--- config.mk ---
export PLATFORM = sky130hd
export DESIGN_NAME = burst_window_extractor
export DESIGN_NICKNAME = d
export VERILOG_FILES = /design/src/rtl/burst_window_extractor_pkg.sv /design/src/rtl/burst_window_extractor.sv
export SDC_FILE = /design/constraint.sdc
export NUM_CORES = 1
export LEC_CHECK = 0
export BUFFER_PORTS_ARGS = -buffer_cell sky130_fd_sc_hd__buf_2
export CORE_ASPECT_RATIO = 0.6
export CORE_MARGIN = 1.5
export CORE_UTILIZATION = 45
export DETAILED_ROUTE_END_ITERATION = 8
export PLACE_DENSITY_LB_ADDON = 0.05
export SLEW_MARGIN = 0
export SYNTH_ARGS = -nofsm -noshare
export SYNTH_HDL_FRONTEND = slang
export SYNTH_SLANG_ARGS = --single-unit
--- constraint.sdc ---
create_clock -name clk -period 4.8 [get_ports clk]
set_input_delay 0.48 -clock clk [delete_from_list [all_inputs] [get_ports clk]]
set_output_delay 0.48 -clock clk [all_outputs]
set_load 0.01 [all_outputs]
--- src/rtl/burst_window_extractor_pkg.sv ---
// Shared definitions for the sync-chain burst window extractor: stream widths
// and the window FSM state encoding.
package burst_window_extractor_pkg;

  localparam int SAMPLE_W = 32;
  localparam int PHASE_W  = 16;
  localparam int CNT_W    = 16;

  typedef enum logic [1:0] {
    IDLE = 2'd0,
    SKIP = 2'd1,
    PASS = 2'd2
  } state_t;

endpackage

--- src/rtl/burst_window_extractor.sv ---
// Cuts a fixed-length sample window out of the delayed sample stream each time
// the plateau detector flags a burst, latching the detector phase alongside it.
module burst_window_extractor
  import burst_window_extractor_pkg::*;
#(
  parameter int WINDOW_LEN = 64,
  parameter int SKIP_LEN   = 0
) (
  input  logic                clk,
  input  logic                reset,
  input  logic                clear,
  input  logic [SAMPLE_W-1:0] i_tdata,
  input  logic                i_tlast,
  input  logic                i_tvalid,
  output logic                i_tready,
  input  logic [PHASE_W-1:0]  d_tdata,
  input  logic                d_tlast,
  input  logic                d_tvalid,
  output logic                d_tready,
  output logic [SAMPLE_W-1:0] o_tdata,
  output logic                o_tlast,
  output logic                o_tvalid,
  input  logic                o_tready,
  output logic [PHASE_W-1:0]  phase_out,
  output logic                phase_valid,
  output logic [CNT_W-1:0]    missed_cnt
);

  localparam logic [CNT_W-1:0] WIN_LAST  = CNT_W'(WINDOW_LEN - 1);
  localparam logic [CNT_W-1:0] SKIP_LAST = (SKIP_LEN > 0) ? CNT_W'(SKIP_LEN - 1) : '0;

  state_t             state, state_next;
  logic [CNT_W-1:0]   skip_cnt, skip_next;
  logic [CNT_W-1:0]   win_cnt, win_next;
  logic [PHASE_W-1:0] phase_next;
  logic               phase_valid_next;
  logic [CNT_W-1:0]   missed_next;
  logic               beat;

  // The sample stream's own tlast carries no meaning here; burst framing comes from the detector.
  logic unused_i_tlast;
  assign unused_i_tlast = i_tlast;

  // Both streams move together, and only PASS can be held off by the output side.
  assign beat     = i_tvalid & d_tvalid & ((state != PASS) | o_tready);
  assign i_tready = beat;
  assign d_tready = beat;

  assign o_tdata  = i_tdata;
  assign o_tvalid = i_tvalid & d_tvalid & (state == PASS);
  assign o_tlast  = (state == PASS) & (win_cnt == WIN_LAST);

  always_comb begin
    state_next       = state;
    skip_next        = skip_cnt;
    win_next         = win_cnt;
    phase_next       = phase_out;
    phase_valid_next = phase_valid;
    missed_next      = missed_cnt;

    if (beat) begin
      case (state)
        IDLE: begin
          if (d_tlast) begin
            phase_next       = d_tdata;
            phase_valid_next = 1'b1;
            if (SKIP_LEN > 0) begin
              state_next = SKIP;
              skip_next  = '0;
            end else begin
              state_next = PASS;
              win_next   = '0;
            end
          end
        end
        SKIP: begin
          skip_next = skip_cnt + 1'b1;
          if (skip_cnt == SKIP_LAST) begin
            state_next = PASS;
            win_next   = '0;
          end
        end
        PASS: begin
          win_next = win_cnt + 1'b1;
          if (win_cnt == WIN_LAST) begin
            state_next       = IDLE;
            phase_valid_next = 1'b0;
          end
        end
        default: state_next = IDLE;
      endcase

      // A detection that lands while a window is in flight is only counted, never honoured.
      if ((state != IDLE) && d_tlast && (missed_cnt != '1)) begin
        missed_next = missed_cnt + 1'b1;
      end
    end
  end

  always_ff @(posedge clk) begin
    if (reset || clear) begin
      state       <= IDLE;
      skip_cnt    <= '0;
      win_cnt     <= '0;
      phase_out   <= '0;
      phase_valid <= 1'b0;
      missed_cnt  <= '0;
    end else begin
      state       <= state_next;
      skip_cnt    <= skip_next;
      win_cnt     <= win_next;
      phase_out   <= phase_next;
      phase_valid <= phase_valid_next;
      missed_cnt  <= missed_next;
    end
  end

endmodule
==> metrics.md <==
| Metric | Value |
|---|---|
| RSZ-0062 raised after global routing | `no` |
| Total global routing overflow | `0` |
| Post-synthesis area per instance | `slightly above 8 um^2` |
| Tcrit/Tclk final | `between 40% and 50%` |
| CTS H-tree lvls | `2` |
| Crit path kind | `flop to primary output` |
| Pint | `about 0.59 mW` |
| Fillers | `511` |
| Routability cong. | `0.805` |
| Fmax | `~430 MHz` |
| Relative slew slack | `around 20%` |
| Setup ws final | `roughly 2.5 ns` |
| Hpwl dp | `4.53 mm` |
| Register-to-register setup slack | `between 2 and 3 ns` |
| Vias | `around 2,300` |
| Antenna diodes | `0` |
| Leakage power | `~1 nW` |
| Post-synth cell types | `41` |
| Commonest cells post-synth | `dfxtp_1 (49), nand2_1 (49), a21oi_1 (35), buf_4 (33), nor2_1 (18)` |
| First-pass GRT wire length | `around 9.8 mm` |
| Setup TNS | `0 ns` |
| FF-to-FF path depth | `5` |
| Final Skew | `between 0.002 and 0.003 ns` |
| Sequential share of the synthesized area | `between 30 and 40%` |
| EDFF count, synth | `0` |
| Inserted Clock Buffers | `5` |
| Clock Tree Buf Depth | `2` |
| Final setup vio count | `0` |
| Outcome | `finished clean` |
| Initial core utilization | `between 40% and 50%` |
| FF-to-FF End | `missed_cnt[7]` |
| Post-Synthesis Cells | `316` |
| Net load switching power | `between 0.15 and 0.2 mW` |
| Post-cts resize count | `0` |
| Area leader, netlist | `dfxtp_1` |
| Later-pin clock latency in the skew report | `~0.3 ns` |
| DIE WIDTH | `100 um` |
| Cell row count | `20` |
| Via density | `5.68` |
| Worst-margin pin slew | `around 1.2 ns` |
| Routed wire length | `between 6 and 7 mm` |
| Top-level port count | `about 130` |
| # DRC | `0` |
| Syn. warnings | `0` |
| Port bufs | `about 60` |
| Root buffer cell | `clkbuf_8` |
| Crit path max fanout | `4` |
| Layout Nets | `a little under 400` |
| Setup bufs post-CTS | `0` |
| Gr usage total | `between 20% and 30%` |
| IR Drop Worst-Case VDD | `about 0.18 mV` |
| 1st-pass router iterations | `4` |
| Area Growth Syn to Fin | `7.63%` |
| Post-Syn Area | `around 2500 um^2` |
| Largest net degree at the start of global routing | `36` |
| Maximum Capacitance Violations | `0` |
| Endpoints failing hold | `0` |
| CTS clk-pin slew, worst paths | `~0.09 ns` |
| Die area | `around 6100 um^2` |
| Yosys top cell area share | `roughly 39%` |
| Starting DRT DRC Count | `approximately 160` |
| Initial antenna violation count | `0` |
| Worst endpoint data arrival time | `about 1.8 ns` |
| Pre-CTS setup slack | `2.51 ns` |
| Synth async-reset ratio | `0%` |
| Post-route ant nets | `0` |
| Sequential fraction of design power | `about 54%` |
| Ys flop type | `dfxtp_1` |
| Wire length per cell | `roughly 15 um` |
| Largest cells by area after synthesis | `dfxtp_1 (39%), buf_4 (9.7%), nand2_1 (7.2%), a21oi_1 (6.9%), xnor2_1 (3.1%)` |
| Startpoint type of the worst setup path | `flop` |
| Die H | `~61 um` |
| Hold WC Path Type | `input pin to flop` |
| Crit path capture type | `primary output` |
| CTS tree | `yes` |
| Vias in the first global route | `1,972` |
| CP endpoint | `o_tlast` |
| Final slew viol count | `0` |
| Cts hold-fix bufs | `0` |
| Crit. Startpoint | `win_cnt[0]` |
| Layout cell share with drive strength beyond 1 | `approximately 23%` |
| Comb power frac | `5.1%` |
| Fin crit period | `between 2 and 2.5 ns` |
| CTS sink cnt | `49` |
| FF-to-FF Start | `missed_cnt[0]` |
| Flops & latches, synth | `49` |
| Net switching fraction of the power | `22.5%` |
| Placeable core area | `5260 um^2` |
| Clock Power Share | `between 40% and 50%` |
| Pwr Density | `around 280 nW/um^2` |
| WP data required | `roughly 4.3 ns` |
| Post-Syn Nets | `around 370` |
per-layer routing:
metal | share of wire, % | up-vias | GRT usage [%]
met5 | 0 | - | 0
met4 | 4.1 | 0 | 12.9
met3 | 9.2 | 29 | 5.68
met2 | 40 | 84 | 29.8
met1 | 47 | 1040 | 28.8
li1 | - | 1147 | -
registers in the layout, indices dropped and copies added (netlist names):
name / flops
missed_cnt: 16
phase_out: 16
phase_valid: 1
win_cnt: 16
kinds of logic after synthesis:
logic type | after synthesis | share of synthesized area [%]
xor+xnor | 9 | 3.10
mux | 2 | 0.787
compound gates | 63 | 14.6
flops | 49 | 38.6
fa+ha+maj | 2 | 0.984
buf+inv | 50 | 13.1
simple gates | 141 | 28.9
critical path: stages (launching register included):
cell	delay (ns)
dfxtp_1	0.40
ha_1	0.18
or4b_2	0.60
nor3_1	0.18
buf_2	0.17
cells in the final DEF, fill, tap and decap left out, types with 10 or more instances in the layout:
master   count
nor3_1      10
nor2_1      18
nand2_1     49
buf_2       59
a21oi_1     35
dfxtp_1     49
nand3_1     13
per-stage QoR:
stage	util, %	hold slack [ns]	power, mW	std cells	cell area (um^2)
floorplan	-	0.454	0.469	316	2540
global placement	49.8	0.441	0.458	397	2620
detailed placement	49.8	0.445	0.459	397	2620
CTS	52.1	0.394	0.767	405	2740
global route	52.1	0.382	0.789	405	2740
finish	52.1	0.401	0.763	405	2740
cell type report:
class	count	area (um^2)	share of cell area, %
Multi-Input combinational cell	217	1230	45.1
Clock buffer	6	82.6	3.02
Sequential cell	49	981	35.8
Timing Repair Buffer	59	295	10.8
Tap cell	66	82.6	3.02
Inverter	6	22.5	0.823
Clock inverter	2	37.5	1.37
worst min path at each step:
stage,startpoint,endpoint,slack [ns],depth (start not counted)
final,d_tdata[2],phase_out[2],0.40,3
after global routing,d_tdata[8],phase_out[8],0.38,3
after CTS,d_tdata[2],phase_out[2],0.39,3
after detailed placement,phase_out[10],phase_out[10],0.45,2
after global placement,phase_out[14],phase_out[14],0.44,2
after floorplan,win_cnt[15],win_cnt[15],0.45,2
power groups by stage:
stage | registers [mW] | logic (mW) | clock network [mW]
2_1_floorplan | 0.420 | 0.0487 | 0
3_3_place_gp | 0.420 | 0.0385 | 0
3_5_place_dp | 0.420 | 0.0388 | 0
4_1_cts | 0.410 | 0.0389 | 0.318
5_1_grt | 0.411 | 0.0434 | 0.335
6_report | 0.410 | 0.0385 | 0.314
Power figures use the tool's default switching activity.
